===== src/rtl/acq_search_ctrl.sv =====
// Acquisition search controller: sweeps a grid of (doppler bin, code shift) cells
// on one tracking channel. For each cell it seeks the code, feeds one accumulation,
// reads the prompt power, and keeps the strongest cell seen.
// Ports: clk/global_reset (sync, active-high); start/abort control pulses;
//   prn_in, doppler_start/step/bins, code_step/max, threshold search parameters;
//   code_shift, accumulation_complete, i2q2_valid/prompt from the channel;
//   mode, prn, doppler, seek_en/seek_target, feed_en to the channel;
//   busy, done, found, best_power/doppler/code status. All outputs registered.
module acq_search_ctrl #(
   parameter int DW    = 16,
   parameter int CSW   = 11,
   parameter int I2Q2W = 32,
   parameter int BW    = 6
) (
   input  logic             clk,
   input  logic             global_reset,
   input  logic             start,
   input  logic             abort,
   input  logic [4:0]       prn_in,
   input  logic [DW-1:0]    doppler_start,
   input  logic [DW-1:0]    doppler_step,
   input  logic [BW-1:0]    doppler_bins,
   input  logic [CSW-1:0]   code_step,
   input  logic [CSW-1:0]   code_max,
   input  logic [I2Q2W-1:0] threshold,
   input  logic [CSW-1:0]   code_shift,
   input  logic             accumulation_complete,
   input  logic             i2q2_valid,
   input  logic [I2Q2W-1:0] i2q2_prompt,
   output logic [1:0]       mode,
   output logic [4:0]       prn,
   output logic [DW-1:0]    doppler,
   output logic             seek_en,
   output logic [CSW-1:0]   seek_target,
   output logic             feed_en,
   output logic             busy,
   output logic             done,
   output logic             found,
   output logic [I2Q2W-1:0] best_power,
   output logic [DW-1:0]    best_doppler,
   output logic [CSW-1:0]   best_code
);

   localparam logic [1:0] MODE_TRACK = 2'b00;
   localparam logic [1:0] MODE_ACQ   = 2'b01;

   typedef enum logic [2:0] {
      IDLE, SEEK, WAIT_SEEK, ACCUM, WAIT_PWR, ADVANCE, DONE
   } state_t;

   state_t           state;
   logic [CSW-1:0]   code;
   logic [BW-1:0]    bin;
   logic [CSW-1:0]   code_step_r;
   logic [CSW-1:0]   code_max_r;
   logic [DW-1:0]    doppler_step_r;
   logic [BW-1:0]    bins_r;
   logic [I2Q2W-1:0] threshold_r;

   // One extra bit so code + step never wraps before the compare with code_max.
   logic [CSW:0]     code_next;
   logic             code_wrap;
   logic [BW:0]      bin_next;
   logic             last_bin;

   assign code_next = {1'b0, code} + {1'b0, code_step_r};
   assign code_wrap = code_next > {1'b0, code_max_r};
   assign bin_next  = {1'b0, bin} + {{BW{1'b0}}, 1'b1};
   assign last_bin  = bin_next == {1'b0, bins_r};

   always_ff @(posedge clk) begin
      if (global_reset) begin
         state          <= IDLE;
         mode           <= MODE_TRACK;
         prn            <= '0;
         doppler        <= '0;
         seek_en        <= 1'b0;
         seek_target    <= '0;
         feed_en        <= 1'b0;
         busy           <= 1'b0;
         done           <= 1'b0;
         found          <= 1'b0;
         best_power     <= '0;
         best_doppler   <= '0;
         best_code      <= '0;
         code           <= '0;
         bin            <= '0;
         code_step_r    <= '0;
         code_max_r     <= '0;
         doppler_step_r <= '0;
         bins_r         <= '0;
         threshold_r    <= '0;
      end else if (abort && state != IDLE) begin
         // Abort wins over any channel handshake arriving in the same cycle.
         state   <= IDLE;
         mode    <= MODE_TRACK;
         seek_en <= 1'b0;
         feed_en <= 1'b0;
         busy    <= 1'b0;
         done    <= 1'b0;
         found   <= 1'b0;
      end else begin
         case (state)
            IDLE: begin
               done <= 1'b0;
               if (start) begin
                  prn            <= prn_in;
                  doppler        <= doppler_start;
                  doppler_step_r <= doppler_step;
                  bins_r         <= (doppler_bins == '0) ? {{(BW-1){1'b0}}, 1'b1} : doppler_bins;
                  code_step_r    <= (code_step == '0) ? {{(CSW-1){1'b0}}, 1'b1} : code_step;
                  code_max_r     <= code_max;
                  threshold_r    <= threshold;
                  code           <= '0;
                  bin            <= '0;
                  best_power     <= '0;
                  best_doppler   <= doppler_start;
                  best_code      <= '0;
                  found          <= 1'b0;
                  busy           <= 1'b1;
                  mode           <= MODE_ACQ;
                  seek_en        <= 1'b1;
                  seek_target    <= '0;
                  state          <= SEEK;
               end
            end
            SEEK: begin
               seek_en <= 1'b0;
               state   <= WAIT_SEEK;
            end
            WAIT_SEEK: begin
               if (code_shift == code) begin
                  feed_en <= 1'b1;
                  state   <= ACCUM;
               end
            end
            ACCUM: begin
               if (accumulation_complete) begin
                  feed_en <= 1'b0;
                  state   <= WAIT_PWR;
               end
            end
            WAIT_PWR: begin
               if (i2q2_valid) begin
                  // Strict compare: on a tie the earlier cell is kept.
                  if (i2q2_prompt > best_power) begin
                     best_power   <= i2q2_prompt;
                     best_doppler <= doppler;
                     best_code    <= code;
                  end
                  state <= ADVANCE;
               end
            end
            ADVANCE: begin
               if (code_wrap) begin
                  code    <= '0;
                  bin     <= bin_next[BW-1:0];
                  doppler <= doppler + doppler_step_r;
                  if (last_bin) begin
                     done  <= 1'b1;
                     found <= best_power > threshold_r;
                     state <= DONE;
                  end else begin
                     seek_en     <= 1'b1;
                     seek_target <= '0;
                     state       <= SEEK;
                  end
               end else begin
                  code        <= code_next[CSW-1:0];
                  seek_en     <= 1'b1;
                  seek_target <= code_next[CSW-1:0];
                  state       <= SEEK;
               end
            end
            DONE: begin
               done  <= 1'b0;
               busy  <= 1'b0;
               mode  <= MODE_TRACK;
               state <= IDLE;
            end
            default: state <= IDLE;
         endcase
      end
   end

endmodule


===== config.mk =====
export PLATFORM = sky130hd
export DESIGN_NAME = acq_search_ctrl
export DESIGN_NICKNAME = d
export VERILOG_FILES = /design/src/rtl/acq_search_ctrl.sv
export SDC_FILE = /design/constraint.sdc
export NUM_CORES = 1
export LEC_CHECK = 0
export BUFFER_PORTS_ARGS = -buffer_cell sky130_fd_sc_hd__buf_2
export CORE_AREA = 2 2 168 187
export DETAILED_ROUTE_END_ITERATION = 10
export DIE_AREA = 0 0 170 189
export PLACE_DENSITY = 0.57
export SLEW_MARGIN = 20
export SYNTH_ARGS = -nofsm -noshare
export SYNTH_HDL_FRONTEND = slang
export SYNTH_SLANG_ARGS = --single-unit

===== constraint.sdc =====
create_clock -name clk -period 3.9 [get_ports clk]
set_input_delay 0 -clock clk [delete_from_list [all_inputs] [get_ports clk]]
set_output_delay 0 -clock clk [all_outputs]
set_load 0.02 [all_outputs]

### Word level (Yosys, flattened, before mapping)

Cells that the tools add are included.

| storage, ports and cells | value |
|---|---|
| register bits after elaboration | 194 |
| input bits | 146 |
| output and inout port bits | 98 |
| word-level logic and storage cells | 115 |

| operators by class | value |
|---|---|
| add/sub/neg operators | 3 |
| magnitude comparators | 3 |
| equality and inequality tests | 16 |
| mux-type cells | 48 |
| bitwise gates (word level) | 1 |
| reduce and logical (&&, ||, !) cells | 24 |

Operators by type and width:

| kind | number |
|---|---|
| 32-bit two-way mux | 3 |
| 11-bit two-way mux | 7 |
| 11-bit case mux with 2 select lines | 3 |
| 32-bit greater-than comparator | 2 |
| 16-bit two-way mux | 4 |
| 16-bit case mux with 2 select lines | 2 |
| 32-bit case mux with 2 select lines | 1 |
| 3-bit two-way mux | 6 |
| 6-bit two-way mux | 3 |
| 3-bit case mux with 6 select lines | 1 |
| 16-bit adder | 1 |
| 4-bit AND reduction | 4 |
| 3-bit AND reduction | 5 |
| 2-bit != test (second input constant) | 7 |
| 11-bit by 11-bit adder with 12-bit output | 1 |
| 12-bit by 11-bit greater-than comparator with 1-bit output | 1 |
| 6-bit case mux with 2 select lines | 1 |
| 11-bit == test | 1 |
| 11-bit logical NOT | 1 |
| 1-bit two-way mux | 10 |
| 2-bit nonzero test | 5 |
| 3-bit == test (second input constant) | 3 |
| 1-bit case mux with 2 select lines | 4 |
| 6-bit by 1-bit adder with 7-bit output (second input constant) | 1 |
| 15 further kinds | 18 |

### Longest topological paths before layout

Gate-level depths: netlist (run 1).

| depth | value |
|---|---|
| word-level depth | 5 |
| depth in mapped cells | 16 |
| mapped depth without buffers | 15 |

### Least setup slack after synthesis (run 1)

No wires, ideal clock.

| timing path | value |
|---|---|
| path type | register to register |
| start point | reg code[0] |
| end point | reg seek_target[6] |
| setup time | 0.070 ns |
| arrival | 3.557 ns |
| data required time | 3.830 ns |
| slack | 0.272 ns |
| stages on the path, launching flop included | 17 |
| path buffers | 1 |
| clock period less this slack | 3.628 ns |
| path through | dfxtp_1 -> ha_1 -> fa_1 -> a21oi_1 -> o211ai_1 -> a31o_2 -> a21oi_1 -> xnor2_1 -> ha_1 -> a211o_1 -> a311oi_1 -> o21ai_0 -> o22a_1 -> nor3_2 -> buf_2 -> nand3_1 -> a21oi_1 |

| on the way | value |
|---|---|
| cells in the longest elaborated chain, start to end | 4 |
| elaborated cells on any way between the ends | 6 |
| those cells by class | add/sub: 1; order compare: 1; eq/ne: 1; mux: 2; reduce/logical: 1 |

RTL lines:

| element | line | RTL |
|---|---|---|
| start, declared | 52 | `logic [CSW-1:0] code;` |
| start signal, assigned | 169 | `code <= code_next[CSW-1:0];` |
| 11-bit by 11-bit adder with 12-bit output (*) | 66 | `assign code_next = {1'b0, code} + {1'b0, code_step_r};` |
| 12-bit by 11-bit greater-than comparator with 1-bit output | 67 | `assign code_wrap = code_next > {1'b0, code_max_r};` |
| 3-bit != test (no line) or 11-bit two-way mux (tied branches) | n/a |  |
| 4-bit AND reduction (no line) or 11-bit case mux with 2 select lines (tied branches) | n/a |  |
| end signal, assigned | 171 | `seek_target <= code_next[CSW-1:0];` |
| end, declared | 34 | `output logic [CSW-1:0] seek_target,` |

Every way passes the cells marked *; elsewhere a longest branch is shown, timed or not.
A chain may end at the register's enable or synchronous reset.

### Final worst setup path (run 1)

| timing path | value |
|---|---|
| start point | reg code[1] |
| end point | reg bin[3] |

| on the way | value |
|---|---|
| cells in the longest elaborated chain, start to end | 4 |

RTL lines:

| element | line | RTL |
|---|---|---|
| 11-bit by 11-bit adder with 12-bit output | 66 |  |
| 12-bit by 11-bit greater-than comparator with 1-bit output | 67 |  |
| 2-bit != test (no line) | n/a |  |
| 4-bit AND reduction (no line) | n/a |  |
| end signal, assigned | 157 | `bin <= bin_next[BW-1:0];` |
| end, declared | 53 | `logic [BW-1:0] bin;` |

Every way passes these cells.

==> results of run 1 <==
## metal layers
metal  share of wire [%]  GRT usage [%]
met4                 2.3           7.07
met2                  49           34.7
met1                  45           24.5
met3                 4.0           3.28
met5                   0              0
## area by class of cell
cell class / instances / area (µm²) / area share [%]
clock buffer: 22 / 484 / 3.44
clock inverter: 9 / 83.8 / 0.596
inverter: 88 / 330 / 2.35
multi-input combinational: 913 / 6020 / 42.8
sequential: 192 / 3840 / 27.3
tap: 379 / 474 / 3.37
timing repair buffer: 402 / 2820 / 20.1
## kinds of logic (layout without fill, tap and decap cells)
family,after synthesis,after routing
AO/OA/AOI/OAI,371,371
flip-flops,192,192
AND/OR/NAND/NOR,380,380
other,1,1
XOR/XNOR,37,37
buffers and inverters,156,521
multiplexers,20,20
adder cells (fa/ha/maj),104,104
## repair_timing
item                                    CTS  global route
endpoints found under the hold margin   149             0
hold buffers                            133             0
resized for setup                         0            18
setup buffers                             0             4
endpoints found under the setup margin    0            47
## registers in the layout (all words and copies together), names as in the netlist, 3 cells and up
name	count
best_code	11
best_doppler	16
best_power	32
bin	6
bins_r	6
code	11
code_max_r	11
code_step_r	11
doppler	16
doppler_step_r	16
prn	5
seek_target	11
state	3
threshold_r	32
## cell usage in the layout (no fill, tap or decap), types with 5 or more instances in the layout
| master | n |
|---|---|
| nand4_1 | 17 |
| a21o_1 | 17 |
| nor4_1 | 5 |
| nand3_1 | 27 |
| o21ai_1 | 5 |
| dfxtp_1 | 191 |
| a311oi_1 | 23 |
| o211ai_1 | 9 |
| or3_1 | 6 |
| clkbuf_16 | 19 |
| a31oi_1 | 6 |
| o21a_1 | 6 |
| o21ai_0 | 41 |
| and3_1 | 8 |
| buf_2 | 241 |
| inv_1 | 88 |
| nor2b_1 | 12 |
| buf_4 | 22 |
| ha_1 | 100 |
| a22o_1 | 44 |
| dlygate4sd3_1 | 133 |
| nor3_1 | 20 |
| and2_1 | 6 |
| a21oi_1 | 160 |
| mux2i_1 | 20 |
| nor2_1 | 52 |
| a211oi_1 | 17 |
| xnor2_1 | 31 |
| nand2_1 | 204 |
## worst max-delay path, stage by stage (launching register included)
cell and delay (ns):
dfxtp_1 0.35, ha_1 0.34, a211oi_2 0.25, o21ai_1 0.14, a31o_2 0.26, a21oi_2 0.20, xnor2_2 0.11, ha_1 0.34
nand3_1 0.10, or2_1 0.26, a21oi_1 0.17, o22a_2 0.23, o31ai_4 0.12, clkbuf_16 0.21, or4_1 0.49, a21oi_1 0.15
## power by group through the flow
stage / Sequential (mW) / Combinational (mW) / Clock [mW]
4_1_cts: 2.45 / 2.34 / 1.79
3_5_place_dp: 2.50 / 2.23 / 0
3_3_place_gp: 2.49 / 2.20 / 0
2_1_floorplan: 2.57 / 1.43 / 0
5_1_grt: 2.49 / 2.72 / 1.86
6_report: 2.45 / 2.45 / 1.74
## per-stage QoR
step | setup WS [ns] | instance area, µm²
final | 0.0997 | 14100
after global routing | -0.0964 | 14100
after CTS | 0.0305 | 13900
after detailed placement | 0.0689 | 12000
after global placement | 0.109 | 12000
after floorplan | 0.272 | 10500
## worst max-delay path by stage
stage | endpoint | start | cells after the start
after detailed placement | doppler[1] | code[0] | 16
after CTS | doppler[1] | code[0] | 16
final | bin[3] | code[1] | 15
after global placement | doppler[1] | code[0] | 16
after global routing | bin[2] | code[1] | 15
after floorplan | seek_target[6] | code[0] | 16
==> out/summary.log, run 1 <==
qor: detailed_routing.drt-vias-per-instance 5.12
qor: global_routing.grt_max_degree 82
qor: timing.setup_total_negative_slack 0 ns
qor: detailed_routing.route.detailed.wl_per_inst 16.1 µm
qor: worst_setup_path.reg2reg_slack 0.1 ns
qor: place.half_perimeter_wire_length_after_detailed_placement 23400 µm
qor: cells_and_area.final_net_count 1864
qor: floorplan.fp.dieArea 32100 µm²
qor: timing.post-route-period-util 97.4%
qor: timing.fmax 0.263 GHz
qor: clock_network.cts_buffers 17
qor: synthesis.synthArstFlopShare 0%
qor: place.placement.io_buffers 242
qor: worst_setup_path.r2r_end bin[3]
qor: pwr.p_sw_share 37.0%
qor: clock_network.clock_tree_from_tritoncts yes
qor: cells_and_area.final_cell_count_no_fill 2005
qor: global_routing.grt.total_usage 19.8%
qor: clock_network.ctsRootBufferMaster clkbuf_16
qor: timing.fin_worst_hold_slack 0.0879 ns
qor: detailed_routing.dr.pass1.iters 5
qor: pwr.power.ir.vdd_worst 0.319 mV
qor: pwr.total_power 6.64 mW
qor: floorplan.floorplan.rows 67
qor: floorplan.core_area 30200 µm²
qor: pwr.pwr_density_cell 472 nW/µm²
qor: timing.hold_viol 0
qor: pwr.power.share.clock 26.2%
qor: synthesis.synth_area 10500 µm²
qor: detailed_routing.wl 32300 µm
qor: worst_setup_path.cp_startpoint_kind flop
qor: timing.worstMarginPinSlew 1.07 ns
qor: pwr.static-leakage-power 6.16 nW
qor: floorplan.top_level_ports 244
qor: synthesis.synth_largest_type_area_fraction 36.7%
qor: worst_setup_path.timing.reg2reg.worst_path_depth 15
qor: pwr.p_int 4.18 mW
qor: global_routing.number_of_global_route_vias_before_repair 9939
qor: synthesis.synth_fa_ha_area_share 12.6%
qor: detailed_routing.antenna_left 0
qor: worst_setup_path.critical_path.max_fanout 8
qor: floorplan.starting_density 34.7%
qor: synthesis.synth_nets 1511
qor: synthesis.synth.yosys.seq_area_share 36.7%
qor: synthesis.synth-edff-count 0
qor: timing.layout_min_cycle_time 3.80 ns
qor: synthesis.yosysUniqueCellTypes 65
qor: synthesis.synth.area.top_cells dfxtp_1 37%, ha_1 12%, a21oi_1 7.8%
qor: clock_network.clk_slew_on_worst_s_h_paths 0.07 ns
qor: worst_setup_path.criticalPathCategory reg2reg
qor: cells_and_area.post_route_core_utilization 46.6%
qor: floorplan.die_width 170 µm
qor: synthesis.yosys.area.top_type dfxtp_1
qor: min_path.hold_path_depth 6
qor: clock_network.cts_max_path_buffers 2
qor: pwr.power_switching 2.46 mW
qor: synthesis.dominantRegCellSynth dfxtp_1
qor: synthesis.synth_xor_area_share 3.10%
qor: global_routing.grt_pass1_wl 50600 µm
qor: cells_and_area.area_added_between_synthesis_and_finish 34.4%
qor: min_path.hp-class in2reg
qor: detailed_routing.routed-via-count 10300
qor: global_routing.grt_antenna_before_repair 0
qor: synthesis.post_synth_mux_area_share 1.91%
qor: synthesis.synth_seq_cells 192
qor: detailed_routing.drc_errors 0
qor: cells_and_area.fill_cells 3008
qor: worst_setup_path.end_kind flop
qor: synthesis.synth-compound-area-share 22.9%
qor: clock_network.number_of_levels_the_h_tree_was_split_into 4
qor: synthesis.number_of_standard_cells_after_synthesis 1261
qor: synthesis.ys_top_cells_by_count 205 x nand2_1, 192 x dfxtp_1, 164 x a21oi_1
qor: flow_run.cap_violations 0
qor: pwr.power_frac_comb 36.9%
qor: clock_network.clock_sink_count 192
qor: floorplan.fp.dieH 189 µm
qor: detailed_routing.drt_iter0_drc 537
qor: min_path.hp-start i2q2_valid
qor: synthesis.synth_simple_gate_area_share 16.3%
qor: worst_setup_path.reg2reg_from code[1]
qor: cells_and_area.layout-drive-gt1-share 20.0%
qor: synthesis.synth_top_family_by_area compound AO/OA/AOI/OAI gates
qor: synthesis.postSynthAreaPerCell 8.30 µm²
qor: timing.timing.clock.skew 0.00939 ns
qor: synthesis.yosys_warnings 0
qor: pwr.pwr-share-seq 36.9%
qor: status.status finished, final reports clean
qor: timing.max_slew_margin 28.6%
qor: worst_setup_path.critPathRequiredTime 4.27 ns
qor: global_routing.grt_overflow_total 0
qor: cells_and_area.diodes 0
qor: synthesis.yosys.cell_count.top_type nand2_1
qor: min_path.hold_worst_path_end state[2]
qor: place.place.detailed.instances 1835
qor: timing.timing.final.setup_violations 0
qor: timing.maxSlewViolCount 0
qor: worst_setup_path.worst-endpoint-arrival 4.17 ns
qor: clock_network.clk-insertion-delay-late 0.44 ns
qor: place.gp_congestion 0.840
No activity file was read; power rests on OpenSTA's default activity.
==> inputs of run 2 (changes only) <==
--- a/config.mk
+++ b/config.mk
@@ -9,7 +9,6 @@
 export CORE_AREA = 2 2 168 187
 export DETAILED_ROUTE_END_ITERATION = 10
 export DIE_AREA = 0 0 170 189
-export PLACE_DENSITY = 0.57
 export SLEW_MARGIN = 20
 export SYNTH_ARGS = -nofsm -noshare
 export SYNTH_HDL_FRONTEND = slang
==> run 2 against run 1 <==
- die area did not move
- wire length unchanged
- maximum frequency up 1.3%
- worst setup slack better by 0.049 ns
- total power increased by 1.4%
- hold slack better by 0.035 ns
- flip-flop and latch count unchanged
==> out/summary.log, run 2 (synthesis results as in run 1) <==
qor: floorplan.starting_density 34.7%
qor: worst_setup_path.crit_path_frequent_cell a21oi_2
qor: min_path.hp-class in2reg
qor: cells_and_area.area_added_between_synthesis_and_finish 36.9%
qor: place.place.detailed.instances 1838
qor: pwr.p_sw_share 36.8%
qor: worst_setup_path.path_delay_family compound AO/OA/AOI/OAI gates
qor: timing.setup_total_negative_slack 0 ns
qor: cells_and_area.final_cell_mix 241 x buf_2, 204 x nand2_1, 190 x dfxtp_1, 158 x a21oi_1, 152 x dlygate4sd3_1
qor: clock_network.ctsRootBufferMaster clkbuf_16
qor: worst_setup_path.critical_path.max_fanout 4
qor: floorplan.top_level_ports 244
qor: timing.fmax 0.267 GHz
qor: worst_setup_path.worst-endpoint-arrival 4.12 ns
qor: timing.hold_viol 0
qor: worst_setup_path.criticalPathCategory reg2reg
qor: pwr.pwr_density_cell 469 nW/µm²
qor: pwr.power_switching 2.48 mW
qor: timing.timing.clock.skew 0.0105 ns
qor: detailed_routing.drc_errors 0
qor: clock_network.clk-insertion-delay-late 0.44 ns
qor: cells_and_area.regArea 3850 µm²
qor: clock_network.cts_max_path_buffers 2
qor: clock_network.clock_sink_count 192
qor: worst_setup_path.critPathBufInv 2
qor: global_routing.grt.total_usage 19.8%
qor: place.gp_congestion 0.829
qor: status.status finished, final reports clean
qor: clock_network.clk_slew_on_worst_s_h_paths 0.07 ns
qor: global_routing.grt_use_met1 24.1%
qor: floorplan.die_width 170 µm
qor: timing.worstMarginPinSlew 1.05 ns
qor: worst_setup_path.cp_startpoint_kind flop
qor: pwr.total_power 6.73 mW
qor: place.placement.io_buffers 242
qor: timing.timing.final.setup_violations 0
qor: floorplan.floorplan.rows 67
qor: cells_and_area.reg_top3 best_power (32), threshold_r (32)
qor: timing.post-route-period-util 96.2%
qor: cells_and_area.multi_input_comb_area 6040 µm²
qor: global_routing.grt_overflow_total 0
qor: clock_network.number_of_levels_the_h_tree_was_split_into 4
qor: cells_and_area.final_net_count 1884
qor: global_routing.grt-busiest-layer met2
qor: flow_run.cap_violations 0
qor: detailed_routing.antenna_left 0
qor: cells_and_area.final_cell_count_no_fill 2027
qor: global_routing.grt_antenna_before_repair 1
qor: pwr.p_int 4.25 mW
qor: cells_and_area.layout-drive-gt1-share 20.0%
qor: timing.layout_min_cycle_time 3.75 ns
qor: global_routing.number_of_global_route_vias_before_repair 10200
qor: clock_network.clock_tree_from_tritoncts yes
qor: pwr.power_frac_comb 36.9%
qor: timing.final_critical_path_setup_slack 0.149 ns
qor: pwr.static-leakage-power 6.30 nW
qor: global_routing.grt_util_met3 3.11%
qor: place.dp_worst_setup_slack 0.0153 ns
qor: floorplan.fp.dieArea 32100 µm²
qor: detailed_routing.drt-vias-per-instance 5.12
qor: place.half_perimeter_wire_length_after_detailed_placement 23400 µm
qor: cells_and_area.mostFrequentLayoutCell buf_2
qor: global_routing.grt_util_met2 35.7%
qor: global_routing.grt_pass1_wl 51100 µm
qor: cells_and_area.fill_cells 2991
qor: detailed_routing.wl 32300 µm
qor: detailed_routing.dr.pass1.iters 5
qor: global_routing.grt_max_degree 128
qor: cells_and_area.post_route_core_utilization 47.5%
qor: worst_setup_path.critPathRequiredTime 4.27 ns
qor: clock_network.cts_buffers 17
qor: worst_setup_path.worst_path_max_delay_cell or4_1
qor: floorplan.fp.dieH 189 µm
qor: timing.max_slew_margin 29.6%
qor: detailed_routing.route.detailed.wl_per_inst 15.9 µm
qor: floorplan.core_area 30200 µm²
qor: pwr.power.share.clock 26.6%
qor: detailed_routing.drt_iter0_drc 481
qor: pwr.power.ir.vdd_worst 0.273 mV
qor: pwr.pwr-share-seq 36.5%
qor: worst_setup_path.worst_path_largest_cell_delay 0.52 ns
qor: timing.maxSlewViolCount 0
qor: worst_setup_path.crit_path_cell_trace ha_1 > a211oi_2 > o21ai_1 > a31o_2 > a21oi_2 > xnor2_2 > ha_1 > nand3_1 > or2_1 > a21oi_2 > o22a_2 > o31ai_4 > buf_6 > clkbuf_16 > or4_1 > a21oi_2
qor: worst_setup_path.end_kind flop
qor: detailed_routing.routed-via-count 10400
run 2: cell count changes in the layout (fill, tap and decap cells not counted), moves of 2 or more:
cell and change:
a21oi_1 -2, buf_4 -2, clkbuf_8 -2, buf_12 +2, clkinv_4 +2, dlygate4sd3_1 +19
a21oi_2 +3
run 2: final cells by class:
class                           count  share of cell area, %
Clock inverter                     12                  0.943
Tap cell                          379                   3.31
Timing Repair Buffer              422                   21.3
Inverter                           88                   2.30
Multi-Input combinational cell    913                   42.1
Clock buffer                       20                   3.19
Sequential cell                   192                   26.8
Antenna cell                        1                 0.0175
run 2: worst paths after layout:
path	end	slack [ns]	startpoint	cells after the start
worst max register to register	bin[3]	0.15	code_step_r[1]	16
worst min register to register	threshold_r[4]	0.46	threshold_r[4]	2
worst max-delay path	bin[3]	0.15	code_step_r[1]	16
worst min-delay path	state[2]	0.12	i2q2_valid	6
run 2: worst min-delay path, cell delays in order:
cell	delay, ns
buf_2	0.11
nor2_1	0.08
o21a_1	0.10
a2111oi_0	0.06
o21ai_0	0.09
a21oi_1	0.07
run 2: per-stage QoR:
| step | hold WS [ns] | instance area [µm²] |
|---|---|---|
| 6_report | 0.123 | 14300 |
| 5_1_grt | 0.209 | 14300 |
| 4_1_cts | 0.0950 | 14200 |
| 3_5_place_dp | 0.235 | 12100 |
| 3_3_place_gp | 0.228 | 12100 |
| 2_1_floorplan | 0.125 | 10500 |
run 2: power by group through the flow:
| stage | combinational [mW] | sequential [mW] | clock (mW) |
|---|---|---|---|
| after floorplan | 1.43 | 2.57 | 0 |
| after global placement | 2.20 | 2.49 | 0 |
| after detailed placement | 2.23 | 2.50 | 0 |
| after CTS | 2.39 | 2.46 | 1.83 |
| after global routing | 2.75 | 2.49 | 1.92 |
| final | 2.48 | 2.46 | 1.79 |
run 2: metal layers:
layer | vias up | share of wire (%)
li1 | 5223 | -
met1 | 4874 | 44
met2 | 245 | 50
met3 | 33 | 4.3
met4 | 0 | 1.8
met5 | - | 0
run 2: what timing repair did:
item,in CTS,in global routing
pin swaps,0,11
cloned,0,2
endpoints found under the setup margin,2,47
hold buffers,152,0
resized for setup,1,20
endpoints found under the hold margin,148,0
buffers inserted,0,2
==> inputs of run 3 (changes only) <==
==> constraint.sdc (replaced) <==
create_clock -name clk -period 3.9 [get_ports clk]
set_input_delay 0.78 -clock clk [delete_from_list [all_inputs] [get_ports clk]]
set_output_delay 0.78 -clock clk [all_outputs]
set_load 0.02 [all_outputs]
==> run 3 against run 2 <==
- total power down 3.5%
- maximum frequency down 1.9%
- worst setup slack worse by 0.071 ns
- core utilization down 5.0 points
- sequential share of layout area up 3.1 points
- clock skew up 0.0027 ns
- via count down 5.7%
- global-route usage down 0.63 points
- non-clock buffer count down 147
- largest cell class unchanged
- flip-flop and latch count unchanged
- count of clock-buffer cells in the layout unchanged
- wire length down 3.0%
==> out/summary.log, run 3 (synthesis results as in run 1) <==
qor: place.place.detailed.instances 1840
qor: global_routing.grt_antenna_before_repair 2
qor: timing.worstMarginPinSlew 1.10 ns
qor: timing.rsz0062_at_grt true
qor: clock_network.ctsRootBufferMaster clkbuf_16
qor: floorplan.fp.dieArea 32100 µm²
qor: clock_network.clk_slew_on_worst_s_h_paths 0.07 ns
qor: clock_network.clk-insertion-delay-late 0.45 ns
qor: detailed_routing.antenna_left 0
qor: floorplan.core_area 30200 µm²
qor: cells_and_area.final_net_count 1737
qor: clock_network.number_of_levels_the_h_tree_was_split_into 4
qor: timing.setup_total_negative_slack 0 ns
qor: detailed_routing.routed-via-count 9785
qor: timing.fin_worst_hold_slack 0.456 ns
qor: timing.timing.clock.skew 0.0132 ns
qor: global_routing.grt.total_usage 19.2%
qor: global_routing.grt-busiest-layer met2
qor: global_routing.grt_pass1_wl 49000 µm
qor: timing.fmax 0.262 GHz
qor: global_routing.grt_util_met2 32.3%
qor: clock_network.cts_max_path_buffers 2
qor: flow_run.cap_violations 0
qor: place.gp_congestion 0.819
qor: global_routing.grt_util_met3 3.78%
qor: clock_network.clock_tree_from_tritoncts yes
qor: floorplan.fp.dieH 189 µm
qor: cells_and_area.reg_top3 best_power (32), threshold_r (32)
qor: timing.post-route-period-util 98.0%
qor: cells_and_area.final_cell_count_no_fill 1881
qor: worst_setup_path.criticalPathCategory reg2reg
qor: pwr.static-leakage-power 5.64 nW
qor: worst_setup_path.worst-endpoint-arrival 4.18 ns
qor: place.half_perimeter_wire_length_after_detailed_placement 23700 µm
qor: timing.maxSlewViolCount 0
qor: cells_and_area.layout-drive-gt1-share 23.0%
qor: worst_setup_path.end_kind flop
qor: floorplan.floorplan.rows 67
qor: min_path.hp-class reg2reg
qor: cells_and_area.mostFrequentLayoutCell buf_2
qor: floorplan.starting_density 34.7%
qor: cells_and_area.area_added_between_synthesis_and_finish 22.7%
qor: clock_network.cts_buffers 17
qor: global_routing.grt_overflow_total 0
qor: clock_network.clock_sink_count 192
qor: detailed_routing.drt-vias-per-instance 5.20
qor: detailed_routing.wl 31300 µm
qor: global_routing.grt_max_degree 56
qor: place.placement.io_buffers 242
qor: detailed_routing.dr.pass1.iters 5
qor: cells_and_area.post_route_core_utilization 42.5%
qor: global_routing.grt_use_met1 24.5%
qor: global_routing.number_of_global_route_vias_before_repair 9379
qor: timing.layout_min_cycle_time 3.82 ns
qor: timing.max_slew_margin 26.8%
qor: floorplan.die_width 170 µm
qor: timing.timing.final.setup_violations 0
qor: detailed_routing.route.detailed.wl_per_inst 16.7 µm
qor: worst_setup_path.critPathRequiredTime 4.26 ns
qor: detailed_routing.drt_iter0_drc 477
qor: timing.hold_viol 0
qor: pwr.pwr_density_cell 506 nW/µm²
qor: pwr.total_power 6.49 mW
qor: floorplan.top_level_ports 244
qor: worst_setup_path.critical_path.max_fanout 8
qor: worst_setup_path.cp_startpoint_kind flop
qor: cells_and_area.final_cell_mix 241 x buf_2, 204 x nand2_1, 188 x dfxtp_1, 158 x a21oi_1, 99 x ha_1
qor: detailed_routing.drc_errors 0
qor: pwr.power.ir.vdd_worst 0.258 mV
qor: status.status finished, final reports clean
## run 3: changes by cell type in the layout (fill, tap and decap cells not counted), moves of 2 or more
cell | before | now
buf_12 | 5 | 3
buf_4 | 20 | 27
dfxtp_2 | 2 | 4
clkinv_2 | 2 | 4
o21ai_1 | 5 | 8
a211oi_2 | 1 | 3
a211oi_1 | 17 | 15
dfxtp_1 | 190 | 188
dlygate4sd3_1 | 152 | 0
bufinv_16 | 2 | 0
o21ai_0 | 41 | 37
## run 3: per-layer routing
metal  vias to the layer above  wire length, µm
li1                       4918                -
met1                      4563            13900
met2                       266            15000
met3                        38             1650
met4                         0              713
met5                         -                0
## run 3: area by class of cell
cell class	count	area [µm²]
Antenna cell	2	5.00
Clock buffer	20	467
Clock inverter	12	85.1
Fill cell	3071	17300
Inverter	88	330
Multi-Input combinational cell	913	6090
Sequential cell	192	3850
Tap cell	379	474
Timing Repair Buffer	275	1540
## run 3: stage by stage
step           setup slack (ns)  cell area [µm²]
6_report                 0.0777            12800
5_1_grt                  -0.104            12800
4_1_cts                  0.0241            12600
3_5_place_dp            0.00714            12100
3_3_place_gp              0.129            12100
2_1_floorplan             0.272            10500
## run 3: path summary, 6_finish.rpt
path	start	end	slack, ns	cells past startpoint
setup reg to reg	code_step_r[0]	doppler[4]	0.08	16
hold / removal	threshold_r[24]	threshold_r[24]	0.46	2
hold reg to reg	threshold_r[24]	threshold_r[24]	0.46	2
setup / recovery	code_step_r[0]	doppler[4]	0.08	16
## run 3: critical path, stage by stage, from the launching register on
cell and delay (ns):
dfxtp_2 0.34, ha_4 0.16, fa_2 0.39, a21oi_4 0.18
o211ai_1 0.12, a31o_2 0.29, a21oi_2 0.17, xnor2_2 0.11
ha_2 0.20, a211o_1 0.24, a311oi_2 0.29, o21ai_2 0.11
o22a_2 0.27, o31ai_4 0.42, clkbuf_16 0.24, a211oi_1 0.05
nor3_1 0.17
## run 3: where the power goes
| part | total [mW] | switching (mW) | leakage, nW | internal [mW] |
|---|---|---|---|---|
| combinational | 2.36 | 1.43 | 3.80 | 0.926 |
| sequential | 2.45 | 0.221 | 1.57 | 2.23 |
| clock | 1.68 | 0.813 | 0.264 | 0.867 |
| total | 6.49 | 2.47 | 5.64 | 4.03 |
## run 3: what timing repair did
item                                    CTS  global route
gates cloned                              0             3
setup buffers                             0             4
endpoints found under the hold margin     0             0
gates resized for setup                   1            37
hold buffers                              0             0
endpoints found under the setup margin    4            49
pin swaps                                 0            22
